**config.mk**
```make
export PLATFORM = sky130hd
export DESIGN_NAME = riscv_hwloop_jump_ctrl
export DESIGN_NICKNAME = d
export VERILOG_FILES = /design/src/rtl/riscv_hwloop_pkg.sv /design/src/rtl/riscv_hwloop_match.sv /design/src/rtl/riscv_hwloop_jump_ctrl.sv
export SDC_FILE = /design/constraint.sdc
export NUM_CORES = 1
export LEC_CHECK = 0
export CORE_UTILIZATION = 28
export CTS_BUF_LIST = sky130_fd_sc_hd__clkbuf_8
export DETAILED_ROUTE_END_ITERATION = 12
export GPL_TIMING_DRIVEN = 0
export HOLD_SLACK_MARGIN = 0.08
export PLACE_DENSITY_LB_ADDON = 0.12
export SYNTH_ARGS = -nofsm -noshare
export SYNTH_HDL_FRONTEND = slang
export SYNTH_SLANG_ARGS = --single-unit
```
**constraint.sdc**
```tcl
create_clock -name clk -period 1.8 [get_ports clk]
set_input_delay 0.45 -clock clk [delete_from_list [all_inputs] [get_ports clk]]
set_output_delay 0.45 -clock clk [all_outputs]
set_load 0.02 [all_outputs]
```
**src/rtl/riscv_hwloop_pkg.sv**
```systemverilog
`default_nettype none
// ============================================================================
// riscv_hwloop_pkg
// Shared types and defaults for the hardware-loop jump controller.
// Revision: 1.0
// ============================================================================
package riscv_hwloop_pkg;

    typedef enum logic {
        IDLE      = 1'b0,
        JUMP_PEND = 1'b1
    } hwlp_jstate_e;

    localparam int N_HWLP_DEFAULT = 2;

    typedef logic [31:0] hwlp_cnt_t;

endpackage
`default_nettype wire

```
**src/rtl/riscv_hwloop_match.sv**
```systemverilog
`default_nettype none
// ============================================================================
// riscv_hwloop_match
// Combinational end-address match with innermost-first priority selection.
// Revision: 1.0
// ============================================================================
module riscv_hwloop_match
    import riscv_hwloop_pkg::*;
#(
    parameter int N_HWLP = N_HWLP_DEFAULT,
    parameter int ADDR_W = 32,
    parameter int IDX_W  = 1
) (
    input  logic [N_HWLP*ADDR_W-1:0] hwlp_end_addr_i,
    input  logic [N_HWLP*32-1:0]     hwlp_counter_i,
    input  logic [ADDR_W-1:0]        current_pc_i,
    input  logic                     pc_valid_i,
    output logic                     hit_o,
    output logic [IDX_W-1:0]         idx_o,
    output logic                     last_iter_o
);

    logic [N_HWLP-1:0] w_hit;

    generate
        for (genvar k = 0; k < N_HWLP; k++) begin : g_hit
            hwlp_cnt_t w_cnt;
            assign w_cnt    = hwlp_counter_i[k*32 +: 32];
            assign w_hit[k] = pc_valid_i
                              && (current_pc_i == hwlp_end_addr_i[k*ADDR_W +: ADDR_W])
                              && (w_cnt != '0);
        end
    endgenerate

    // Scan from the outermost down so the innermost hit is the one that sticks.
    always_comb begin
        hit_o       = |w_hit;
        idx_o       = '0;
        last_iter_o = 1'b0;
        for (int k = N_HWLP - 1; k >= 0; k--) begin
            if (w_hit[k]) begin
                idx_o       = IDX_W'(k);
                last_iter_o = (hwlp_counter_i[k*32 +: 32] == 32'd1);
            end
        end
    end

endmodule
`default_nettype wire

```
**src/rtl/riscv_hwloop_jump_ctrl.sv**
```systemverilog
`default_nettype none
// ============================================================================
// riscv_hwloop_jump_ctrl
// Issues loop-back jump requests and decrement strobes for hardware loops.
// Optional feature macro: HWLP_JUMP_CNT_EN (adds saturating jump_cnt_o).
// Revision: 1.0
// ============================================================================
module riscv_hwloop_jump_ctrl
    import riscv_hwloop_pkg::*;
#(
    parameter int N_HWLP = N_HWLP_DEFAULT,
    parameter int ADDR_W = 32
) (
    input  logic                     clk,
    input  logic                     rst,
    input  logic [N_HWLP*ADDR_W-1:0] hwlp_start_addr_i,
    input  logic [N_HWLP*ADDR_W-1:0] hwlp_end_addr_i,
    input  logic [N_HWLP*32-1:0]     hwlp_counter_i,
    input  logic [ADDR_W-1:0]        current_pc_i,
    input  logic                     pc_valid_i,
    input  logic                     flush_i,
    output logic                     jump_req_o,
    output logic [ADDR_W-1:0]        jump_target_o,
    input  logic                     jump_ack_i,
    output logic [N_HWLP-1:0]        hwlp_dec_cnt_o,
`ifdef HWLP_JUMP_CNT_EN
    output logic [31:0]              jump_cnt_o,
`endif
    output logic                     busy_o
);

    localparam int IDX_W = (N_HWLP > 1) ? $clog2(N_HWLP) : 1;

    hwlp_jstate_e       r_state;
    logic               r_jump_req;
    logic [ADDR_W-1:0]  r_jump_target;
    logic [N_HWLP-1:0]  r_dec_cnt;

    logic               w_hit;
    logic [IDX_W-1:0]   w_idx;
    logic               w_last_iter;
    logic [ADDR_W-1:0]  w_start;

    riscv_hwloop_match #(
        .N_HWLP (N_HWLP),
        .ADDR_W (ADDR_W),
        .IDX_W  (IDX_W)
    ) u_match (
        .hwlp_end_addr_i (hwlp_end_addr_i),
        .hwlp_counter_i  (hwlp_counter_i),
        .current_pc_i    (current_pc_i),
        .pc_valid_i      (pc_valid_i),
        .hit_o           (w_hit),
        .idx_o           (w_idx),
        .last_iter_o     (w_last_iter)
    );

    assign w_start = hwlp_start_addr_i[int'(w_idx)*ADDR_W +: ADDR_W];

    always_ff @(posedge clk or posedge rst) begin
        if (rst) begin
            r_state       <= IDLE;
            r_jump_req    <= 1'b0;
            r_jump_target <= '0;
            r_dec_cnt     <= '0;
        end else begin
            r_dec_cnt <= '0;
            case (r_state)
                IDLE: begin
                    if (w_hit && !flush_i) begin
                        r_dec_cnt <= N_HWLP'(1) << w_idx;
                        // Last iteration falls through: strobe only, no jump.
                        if (!w_last_iter) begin
                            r_state       <= JUMP_PEND;
                            r_jump_req    <= 1'b1;
                            r_jump_target <= w_start;
                        end
                    end
                end
                JUMP_PEND: begin
                    // Ack takes priority over flush; either way the request ends.
                    if (jump_ack_i || flush_i) begin
                        r_state    <= IDLE;
                        r_jump_req <= 1'b0;
                    end
                end
                default: begin
                    r_state    <= IDLE;
                    r_jump_req <= 1'b0;
                end
            endcase
        end
    end

`ifdef HWLP_JUMP_CNT_EN
    logic [31:0] r_jump_cnt;

    always_ff @(posedge clk or posedge rst) begin
        if (rst) begin
            r_jump_cnt <= '0;
        end else if (r_jump_req && jump_ack_i && (r_jump_cnt != 32'hFFFF_FFFF)) begin
            r_jump_cnt <= r_jump_cnt + 32'd1;
        end
    end

    assign jump_cnt_o = r_jump_cnt;
`endif

    assign jump_req_o     = r_jump_req;
    assign jump_target_o  = r_jump_target;
    assign hwlp_dec_cnt_o = r_dec_cnt;
    assign busy_o         = (r_state == JUMP_PEND);

endmodule
`default_nettype wire
```
After elaboration in Yosys (flattened, before gate mapping). Index checks and enable logic that the tools add are counted.

Register bits: 36. Bits of input ports: 229. Output and inout bits: 36. Word-level logic and storage cells: 41.

Eq/ne operators: 7. Shifts and indexed selects: 2. Multiplexer cells: 14. Bitwise logic cells: 2. Reduce and logical (&&, ||, !) cells: 12.

Operators by type and width (number): equality test 32 x 1 -> 1 bit, second input constant (2); equality test 32 bit (2); nonzero test 32 bit (2); variable part select 64 x 7 -> 32 bit (1); two-way mux 1 bit (10); AND reduction 3 bit (2); logical AND 1 bit (5); two-way mux 2 bit (2); inequality test 2 bit, second input constant (2); one-hot mux 1 bit (2 select lines) (2); inequality test 2 x 1 -> 1 bit, second input constant (1); NOT 1 bit (2); OR reduction 2 bit (1); << shifter 1 x 1 -> 2 bit, first input constant (1); zero test 1 bit (1); logical OR 1 bit (1).

Longest topological paths before layout. Gate-level depths: netlist (run 1).

Word-level depth: 8. Gate-level depth with buffers: 8. Depth with buffers taken out: 7.

Hierarchy. A second synthesis (run 1) with hierarchy kept.

Cell total of the unflattened synthesis: 240. Area total of the unflattened synthesis: 2682.6 µm².

Modules (own cells, without submodules): riscv_hwloop_jump_ctrl (times used 1, cells each 115, area each 1744.2 µm², seq. area each 900.9 µm²); riscv_hwloop_match (times used 1, cells each 125, area each 938.4 µm², seq. area each 0.0 µm²).

Worst setup path before layout (run 1). Ideal clock, no wire load.

Path type: in2reg. Start point: input port current_pc_i[4]. End point: register r_jump_target[0] (netlist: jump_target_o[0]). Library setup time: 0.128 ns. Arrival time: 2.744 ns. Data required time: 1.672 ns. Setup slack: -1.072 ns. Cell stages on the path: 8. Buffers on the path: 1. Cell sequence: xor2_1 or4_1 nor4_1 nand4b_1 o311ai_2 buf_2 mux2_2 mux2_1.

Longest elaborated chain between the ends: 7. Elaborated cells between the ends (all ways): 15. Classes of those cells: eq/ne (2); shift (1); mux (4); bitwise (1); reduce/logical (7).

RTL lines: start: declaration (line riscv_hwloop_jump_ctrl.sv:19) `input logic [ADDR_W-1:0] current_pc_i,`; parallel branches: the longest is 7 deep, another holds variable part select 64 x 7 -> 32 bit; end signal: assignment (line riscv_hwloop_jump_ctrl.sv:76) `r_jump_target <= w_start;`; end: declaration (line riscv_hwloop_jump_ctrl.sv:36) `logic [ADDR_W-1:0] r_jump_target;`.

Several ways; the timed one is not identified. A chain may end at the register's enable or synchronous reset.

Worst setup path after layout (run 1).
Start point: input port hwlp_end_addr_i[6]. End point: register r_jump_target[20] (netlist: jump_target_o[20]).

Longest elaborated chain between the ends: 6. Elaborated cells between the ends (all ways): 10. Classes of those cells: eq/ne (1); shift (1); mux (2); bitwise (1); reduce/logical (5).

RTL lines: start: declaration (line riscv_hwloop_jump_ctrl.sv:17) `input logic [N_HWLP*ADDR_W-1:0] hwlp_end_addr_i,`; equality test 32 bit * (line riscv_hwloop_match.sv:30) `&& (current_pc_i == hwlp_end_addr_i[k*ADDR_W +: ADDR_W])`; logical AND 1 bit * (line riscv_hwloop_match.sv:30); logical AND 1 bit * (line riscv_hwloop_match.sv:31) `&& (w_cnt != '0);`; parallel branches: the longest is 3 deep, another holds variable part select 64 x 7 -> 32 bit.

Mark *: on every way between the ends.

==> run_results.csv, run 1 <==
group,metric,value,unit
place,dp.cells,661,
place,numPortBuffers,264,
sta,final_max_slew_viol_count,0,
critical_path,cp.arrival,3.04,ns
power,ir_drop,0.523,mV
global_route,grt_max_degree,37,
logic_synthesis,synth_cells,264,
route,vias,3337,
final_layout,n_fill_cell,790,
critical_path,r2r_slack,-0.22,ns
die,die_w,102,um
die,rows,36,
logic_synthesis,synth_top_area_frac,0.320,
place,dp_slack,-2.00,ns
sta,timing.fmax,348,MHz
clock_tree,tritoncts,"built",
global_route,grt_pass1_vias,3534,
final_layout,area_delta_synth_final,130,%
route,postRouteAntennaNets,0,
critical_path,reg2reg_from,"busy_o",
logic_synthesis,yosysMostFrequentCell,"xor2_1",
sta,period_minus_slack,2.88,ns
logic_synthesis,synth-seq-area-share,0.320,
global_route,overflow,0,
clock_tree,cts_buffer_depth,2,
sta,whs,0.493,ns
clock_tree,clock-sinks,36,
final_layout,final_area,6490,sq um
route,drc,0,
worst_hold_path,hold_end,"jump_target_o[25]",
clock_tree,clk_pin_slew,0.08,ns
sta,fin_crit_sh,1.60,
final_layout,finalNonFillerCells,693,
worst_hold_path,hold_path_class,"flip-flop to flip-flop",
sta,worstMarginPinSlew,0.773,ns
route,viasPerCell,4.82,
critical_path,crit_path_end_kind,"flip-flop",
route,dr.pass1.iters,4,
critical_path,critPathRequiredTime,1.97,ns
final_layout,nets,788,
logic_synthesis,syn_area_per_cell,10.7,sq um
sta,rsz0062_at_grt,"true",
global_route,grt_pass1_wl,18400,um
worst_hold_path,hold_start,"jump_target_o[25]",
clock_tree,htreeDepth,2,
logic_synthesis,netlist_area,2820,sq um
clock_tree,cts_root_buf,"clkbuf_8",
critical_path,crit_path_start_kind,"primary input",
logic_synthesis,synth_area_leaders,"dfrtp_1 (32%), mux2_2 (14%), xor2_1 (12%)",
logic_synthesis,synth_flop_cell,"dfrtp_1",
die,fp.dieH,102,um
clock_tree,cts-buffers-inserted,5,
place,place.gp.congestion,0.874,
die,num_io_pins,265,
die,initial_core_util,0.288,
route,wl_per_cell,18.6,um
logic_synthesis,ys_seq_elements,36,
logic_synthesis,synth_warnings,0,
place,dp_hpwl,9920,um
clock_tree,clock_latency,0.29,ns
logic_synthesis,synth_edf_count,0,
sta,setup_ws,-1.08,ns
sta,slew_headroom,0.484,
global_route,grtUsageTotal,0.236,
route,wirelength,12900,um
global_route,antenna_found_initial,0,
worst_hold_path,hold_depth,1,
die,dieArea,10500,sq um
logic_synthesis,synth_common_cells,"xor2_1 (39), dfrtp_1 (36), mux2_2 (36)",
logic_synthesis,synth.largest_area_cell,"dfrtp_1",
logic_synthesis,async_flop_share,1.00,
run_status,status,"finished, violations left",
sta,setup_viol,35,
logic_synthesis,synth.net_count,493,
run_status,violations,"setup timing",
flow_run,drv_cap,0,
critical_path,r2r_end,"jump_target_o[20]",
critical_path,rr_worst_depth,8,
final_layout,diodes,0,
logic_synthesis,synth.distinct_cells,30,
critical_path,crit_fanout,6,
critical_path,path_class,"primary input to flip-flop",
power,leakagePower,2.91,nW
final_layout,drive_gt1_frac,0.304,
place,post_dp_cell_area,5660,sq um
die,coreArea,9770,sq um
sta,finClkSkew,0.00925,ns
route,drt_first_iter_violations,54,
sta,final-hold-violation-count,0,
power,p_per_area,359,nW/um^2
==> area by class of cell <==
cell class,instances,area [sq um],share of cell area
Buffer,6,96.3,0.0148
Clock buffer,6,82.6,0.0127
Clock inverter,2,11.3,0.00173
Inverter,3,11.3,0.00173
Multi-Input combinational cell,219,2400,0.370
Sequential cell,36,901,0.139
Tap cell,133,166,0.0256
Timing Repair Buffer,288,2820,0.434
==> sequential cells by signal, summed over array words and instances (netlist names) <==
register,count
busy_o,1
hwlp_dec_cnt_o,2
jump_req_o,1
jump_target_o,32
==> worst max-delay path: stages <==
cell and delay [ns]:
buf_6 0.10, xor2_2 0.17, or4_4 0.53, nor4_4 0.21
nand4b_1 0.25, or3_4 0.40, a41oi_4 0.24, buf_12 0.16
buf_12 0.10, buf_12 0.11, mux2_1 0.31
==> kinds of logic after synthesis <==
kind of cell,count (synthesis),synth area share
simple gates,84,0.178
xor+xnor,64,0.199
mux,64,0.256
flops,36,0.320
buf+inv,9,0.0213
compound gates,7,0.0262
==> worst max-delay path by stage <==
stage                     cells past startpoint                 from  slack, ns                end
after floorplan                               8      current_pc_i[4]      -1.02   jump_target_o[0]
after CTS                                    11  hwlp_end_addr_i[13]      -1.10   jump_target_o[0]
after global routing                         11  hwlp_end_addr_i[13]      -1.14  jump_target_o[23]
final                                        11   hwlp_end_addr_i[6]      -1.08  jump_target_o[20]
after global placement                        9     current_pc_i[27]      -1.97  jump_target_o[18]
after detailed placement                      9     current_pc_i[27]      -2.00   jump_target_o[3]
==> cells in the final DEF, fill, tap and decap left out, types with 7 or more instances in the layout <==
master	instances
buf_2	12
buf_4	14
buf_6	12
clkdlybuf4s50_1	206
dfrtp_1	36
dlygate4sd2_1	29
mux2_1	7
mux2_2	9
mux2_4	48
nand2_1	7
nand4_1	15
nor2_1	8
nor4_1	19
xnor2_1	10
xnor2_2	14
xor2_1	27
xor2_2	12
==> report_power, final <==
part / internal, mW / switching, mW / total, mW
Clock: 0.306 / 0.298 / 0.604
Sequential: 0.808 / 0.00000000862 / 0.808
Combinational: 0.603 / 0.317 / 0.921
Total: 1.72 / 0.616 / 2.33
==> stage by stage <==
stage / util / TNS, ns / power, mW
6_report: 0.664 / -33.91 / 2.33
3_3_place_gp: 0.579 / -80.17 / 1.63
3_5_place_dp: 0.579 / -67.93 / 1.64
5_1_grt: 0.664 / -36.31 / 2.44
4_1_cts: 0.651 / -35.04 / 2.31
2_1_floorplan: - / -33.82 / 1.04
==> metal layers <==
layer / track usage / share of wire / vias up
li1: - / - / 1560
met1: 0.261 / 0.37 / 1618
met4: 0.0868 / 0.024 / 0
met2: 0.440 / 0.53 / 141
met3: 0.0520 / 0.076 / 18
met5: 0 / 0 / -
==> repair_timing <==
action	CTS	global route
pin swaps	38	12
resized for setup	209	40
setup endpoints to repair	37	36
hold buffers	0	0
gates cloned	4	0
setup buffers	18	6
Power figures use the tool's default switching activity.
==> run 2: changes to the inputs <==
--- a/config.mk
+++ b/config.mk
@@ -5,6 +5,7 @@
 export SDC_FILE = /design/constraint.sdc
 export NUM_CORES = 1
 export LEC_CHECK = 0
+export CORE_MARGIN = 2
 export CORE_UTILIZATION = 28
 export CTS_BUF_LIST = sky130_fd_sc_hd__clkbuf_8
 export DETAILED_ROUTE_END_ITERATION = 12
==> run_results.csv, run 2 (synthesis gave the netlist of run 1 again) <==
group,metric,value,unit
route,drc,0,
clock_tree,cts_root_buf,"clkbuf_8",
die,initial_core_util,0.288,
clock_tree,clock-sinks,36,
route,postRouteAntennaNets,0,
final_layout,drive_gt1_frac,0.286,
route,dr.pass1.iters,5,
critical_path,rr_worst_depth,7,
die,dieArea,10900,sq um
critical_path,r2r_slack,-0.17,ns
power,pwr-share-seq,0.339,
power,p_per_area,363,nW/um^2
critical_path,cpMaxStageDelayCell,"or4_4",
critical_path,crit_chain,"buf_8 > xor2_4 > or4_4 > nor4_4 > nand4b_1 > or3_4 > a41oi_4 > buf_12 > clkbuf_16 > mux2_4",
route,viasPerCell,4.80,
sta,timing.fmax,344,MHz
route,vias,3352,
final_layout,multi_input_area,2320,sq um
worst_hold_path,hold_path_class,"flip-flop to flip-flop",
sta,slew_headroom,0.489,
power,ir_drop,0.335,mV
clock_tree,tritoncts,"built",
place,dp_hpwl,10000,um
place,numPortBuffers,264,
critical_path,cp-startpoint,"current_pc_i[4]",
final_layout,nets,794,
power,cell_internal_pwr,1.76,mW
route,wl_met3,1030,um
sta,finClkSkew,0.00671,ns
final_layout,area_delta_synth_final,133,%
global_route,grt_pass1_vias,3711,
route,route.met2.wl,6850,um
global_route,grt_pass1_wl,19800,um
critical_path,crit_path_end_kind,"flip-flop",
final_layout,n_fill_cell,769,
sta,whs,0.496,ns
final_layout,final_common_cell,"clkdlybuf4s50_1",
place,place.gp.congestion,0.855,
run_status,violations,"setup timing",
critical_path,reg2reg_from,"busy_o",
die,coreArea,9770,sq um
final_layout,final_area,6570,sq um
critical_path,critPathRequiredTime,1.98,ns
die,fp.dieH,104,um
critical_path,max_stage_delay,0.56,ns
clock_tree,clock_latency,0.29,ns
die,rows,36,
route,wirelength,13300,um
sta,rsz0062_at_grt,"true",
clock_tree,htreeDepth,2,
power,power_frac_comb,0.403,
critical_path,cp-endpoint,"jump_target_o[4]",
sta,worstMarginPinSlew,0.765,ns
final_layout,fin_util,0.672,
critical_path,cp.arrival,3.08,ns
sta,fin_crit_sh,1.61,
power,leakagePower,2.91,nW
sta,setup_ws,-1.11,ns
route,wl_per_cell,19.1,um
sta,final-hold-violation-count,0,
global_route,overflow,0,
critical_path,path_class,"primary input to flip-flop",
die,die_w,104,um
clock_tree,cts-buffers-inserted,5,
sta,fin_setup_tns,-37.34,ns
critical_path,r2r_end,"jump_target_o[4]",
run_status,status,"finished, violations left",
clock_tree,clk_pin_slew,0.08,ns
sta,setup_viol,36,
critical_path,crit_path_start_kind,"primary input",
clock_tree,cts_buffer_depth,2,
flow_run,drv_cap,0,
worst_hold_path,hold_start,"jump_req_o",
final_layout,regArea,901,sq um
sta,period_minus_slack,2.91,ns
final_layout,largest_reg_flops,32,
critical_path,crit_fanout,8,
die,num_io_pins,265,
power,switching_share,0.262,
power,clock_power_share,0.258,
power,finalPower,2.39,mW
final_layout,diodes,0,
route,drt_first_iter_violations,110,
final_layout,layout_common_cells,"clkdlybuf4s50_1 (231), mux2_4 (59), dfrtp_1 (36)",
power,p_sw,0.626,mW
global_route,grt_max_degree,37,
route,top_layer_used,"met4",
route,met1_length,5060,um
global_route,grtUsageTotal,0.231,
sta,final_max_slew_viol_count,0,
global_route,antenna_found_initial,0,
place,post_dp_cell_area,5660,sq um
==> run 2: cell types whose count changed in the layout (fill, tap and decap cells not counted), sizes merged <==
cell	previous run	this run
clkbuf	9	10
clkdlybuf4s15	4	2
clkdlybuf4s50	206	231
dlygate4sd2	29	15
dlymetal6s2s	4	0
==> run 2: layout make-up <==
type	instances	share of cell area
repair buffers	294	0.452
inverters	3	0.00172
clock buffers	6	0.0126
well taps	133	0.0253
clock inverters	2	0.00172
multi-input cells	219	0.354
plain buffers	6	0.0160
flip-flops and latches	36	0.137
==> run 2: worst min path at each step <==
stage                     cells past startpoint  slack [ns]                end
final                                         2        0.50         jump_req_o
after global routing                          1        0.53  jump_target_o[11]
after CTS                                     2        0.50         jump_req_o
after detailed placement                      2        0.47         jump_req_o
after global placement                        2        0.46         jump_req_o
after floorplan                               1        0.52  hwlp_dec_cnt_o[0]
==> run 2: metal layers <==
metal,vias to the layer above,global-route usage
li1,1578,-
met1,1581,0.259
met2,167,0.418
met3,26,0.0639
met4,0,0.0811
met5,-,0
==> run 2: what timing repair did <==
| item | in CTS | in global routing |
|---|---|---|
| hold buffers | 0 | 0 |
| buffers inserted | 25 | 3 |
| pin swaps | 26 | 15 |
| gates resized for setup | 179 | 41 |
| gates cloned | 4 | 2 |
| hold endpoints to repair | 0 | 0 |
| endpoints found under the setup margin | 37 | 36 |
==> run 2: power by group through the flow <==
| stage | sequential (mW) | clock (mW) | combinational (mW) |
|---|---|---|---|
| after global placement | 0.824 | 0 | 0.802 |
| after floorplan | 0.824 | 0 | 0.220 |
| after global routing | 0.808 | 0.673 | 1.02 |
| after detailed placement | 0.824 | 0 | 0.811 |
| final | 0.808 | 0.617 | 0.961 |
| after CTS | 0.808 | 0.633 | 0.911 |
==> run 2: critical path, delay by kind of cell <==
family	cells	cell delay [ns]
mux	1	0.29
compound gates	1	0.20
xor+xnor	1	0.17
buf+inv	3	0.45
simple gates	4	1.52
==> run 2: stage by stage <==
step	instances	setup WS (ns)
after floorplan	264	-1.02
after global placement	661	-1.82
after detailed placement	661	-1.85
after CTS	696	-1.05
after global routing	699	-1.18
final	699	-1.11
==> run 3: changes to the inputs <==
--- a/config.mk
+++ b/config.mk
@@ -5,9 +5,12 @@
 export SDC_FILE = /design/constraint.sdc
 export NUM_CORES = 1
 export LEC_CHECK = 0
+export CAP_MARGIN = 5
+export CELL_PAD_IN_SITES_DETAIL_PLACEMENT = 1
+export CELL_PAD_IN_SITES_GLOBAL_PLACEMENT = 2
 export CORE_MARGIN = 2
-export CORE_UTILIZATION = 28
-export CTS_BUF_LIST = sky130_fd_sc_hd__clkbuf_8
+export CORE_UTILIZATION = 14
+export CTS_BUF_LIST = sky130_fd_sc_hd__clkbuf_16
 export DETAILED_ROUTE_END_ITERATION = 12
 export GPL_TIMING_DRIVEN = 0
 export HOLD_SLACK_MARGIN = 0.08
==> run_results.csv, run 3 (synthesis gave the netlist of run 1 again) <==
group,metric,value,unit
global_route,grtUsageTotal,0.139,
critical_path,crit_path_start_kind,"primary input",
clock_tree,tritoncts,"built",
sta,setup_ws,-1.11,ns
final_layout,layout_common_cells,"clkdlybuf4s50_1 (209), mux2_4 (52), dfrtp_1 (36)",
sta,worstMarginPinSlew,0.812,ns
sta,timing.fmax,343,MHz
final_layout,diodes,0,
run_status,status,"finished, violations left",
final_layout,largest_reg_flops,32,
final_layout,final_area,6860,sq um
place,post_dp_cell_area,5820,sq um
sta,setup_viol,35,
critical_path,path_delay_family,"simple AND/OR/NAND/NOR gates",
final_layout,drive_gt1_frac,0.329,
power,power_frac_comb,0.350,
global_route,grt_max_degree,37,
route,wirelength,14900,um
critical_path,crit_path_end_kind,"flip-flop",
final_layout,nets,793,
sta,period_minus_slack,2.91,ns
route,drc,0,
route,drt_first_iter_violations,48,
route,wl_per_cell,17.9,um
sta,rsz0062_at_grt,"true",
critical_path,reg2reg_from,"busy_o",
place,numPortBuffers,264,
sta,finClkSkew,0.00331,ns
power,p_per_area,403,nW/um^2
die,initial_core_util,0.144,
final_layout,finalNonFillerCells,830,
place,dp_hpwl,12100,um
power,clock_power_share,0.357,
critical_path,cpMaxStageDelayCell,"or4_4",
die,rows,51,
flow_run,drv_cap,0,
clock_tree,clk_pin_slew,0.06,ns
worst_hold_path,hold_end,"jump_req_o",
power,cell_internal_pwr,2.08,mW
global_route,antenna_found_initial,0,
sta,slew_headroom,0.458,
critical_path,r2r_slack,-0.33,ns
critical_path,crit_chain,"buf_8 > xor2_4 > or4_4 > nor4_4 > nand4b_1 > buf_6 > o311ai_4 > buf_6 > buf_8 > mux2_4 > mux2_1",
place,dp_slack,-2.07,ns
worst_hold_path,hold_start,"jump_req_o",
place,place.gp.congestion,0.762,
critical_path,cp.arrival,3.08,ns
power,finalPower,2.76,mW
sta,whs,0.492,ns
power,switching_share,0.246,
sta,final-hold-violation-count,0,
route,postRouteAntennaNets,0,
power,ir_drop,0.289,mV
critical_path,path_class,"primary input to flip-flop",
place,dp.cells,793,
power,leakagePower,3.00,nW
final_layout,area_delta_synth_final,144,%
die,coreArea,19600,sq um
final_layout,final_common_cell,"clkdlybuf4s50_1",
clock_tree,cts_root_buf,"clkbuf_16",
die,die_w,146,um
global_route,grt_pass1_vias,3828,
clock_tree,hold_buffers,0,
sta,final_max_slew_viol_count,0,
critical_path,max_stage_delay,0.55,ns
global_route,overflow,0,
sta,fin_crit_sh,1.62,
power,p_sw,0.681,mW
run_status,violations,"setup timing",
sta,fin_setup_tns,-36.36,ns
route,dr.pass1.iters,4,
worst_hold_path,hold_depth,2,
die,fp.dieH,146,um
final_layout,n_fill_cell,2162,
worst_hold_path,hold_path_class,"flip-flop to flip-flop",
power,pwr-share-seq,0.293,
critical_path,critPathRequiredTime,1.96,ns
clock_tree,htreeDepth,2,
clock_tree,clock-sinks,36,
critical_path,r2r_end,"jump_target_o[10]",
die,dieArea,21300,sq um
final_layout,fin_util,0.350,
critical_path,cp.buffers_inverters,4,
critical_path,rr_worst_depth,8,
route,vias,3322,
clock_tree,cts-buffers-inserted,5,
critical_path,crit_fanout,6,
global_route,grt_pass1_wl,22800,um
die,num_io_pins,265,
clock_tree,cts_buffer_depth,2,
clock_tree,clock_latency,0.28,ns
route,viasPerCell,4.00,
## run 3: worst register-to-register path, delay by kind of cell, from the launching register on
| family | cells | cell delay [ns] |
|---|---|---|
| AO/OA/AOI/OAI | 2 | 0.23 |
| flip-flops | 1 | 0.44 |
| multiplexers | 1 | 0.29 |
| AND/OR/NAND/NOR | 2 | 0.61 |
| buffers and inverters | 3 | 0.45 |
## run 3: power by group through the flow
stage          clock (mW)  sequential, mW  combinational (mW)
3_3_place_gp            0           0.824               0.824
2_1_floorplan           0           0.824               0.220
5_1_grt              1.07           0.808                1.04
6_report            0.986           0.809               0.969
3_5_place_dp            0           0.824               0.831
4_1_cts              1.02           0.809               0.936
## run 3: worst max-delay path by stage
stage / startpoint / endpoint / slack (ns) / cells after the start
finish: current_pc_i[27] / jump_target_o[24] / -1.11 / 11
global route: current_pc_i[27] / jump_target_o[29] / -1.20 / 11
CTS: hwlp_end_addr_i[13] / jump_target_o[30] / -1.10 / 12
detailed placement: current_pc_i[27] / jump_target_o[9] / -2.07 / 9
global placement: current_pc_i[27] / jump_target_o[9] / -2.09 / 9
floorplan: current_pc_i[4] / jump_target_o[0] / -1.02 / 8
## run 3: per-layer routing
layer / global-route usage / wire length, um
met5: 0 / 0
met4: 0.0196 / 55
met3: 0.0386 / 1230
met2: 0.256 / 7800
met1: 0.162 / 5800
## run 3: repair_timing
item,in CTS,in global routing
setup endpoints to repair,37,36
pin swaps,42,22
gates resized for setup,223,53
cloned,4,0
buffers inserted,22,5
## run 3: final cells by class
class                           instances  area [sq um]  share of cell area
Multi-Input combinational cell        219          2500               0.364
Inverter                                3          11.3             0.00164
Clock inverter                          3          37.5             0.00547
Sequential cell                        36           901               0.131
Tap cell                              265           332              0.0483
Buffer                                  5          90.1              0.0131
Timing Repair Buffer                  294          2870               0.418
Clock buffer                            5           125              0.0182
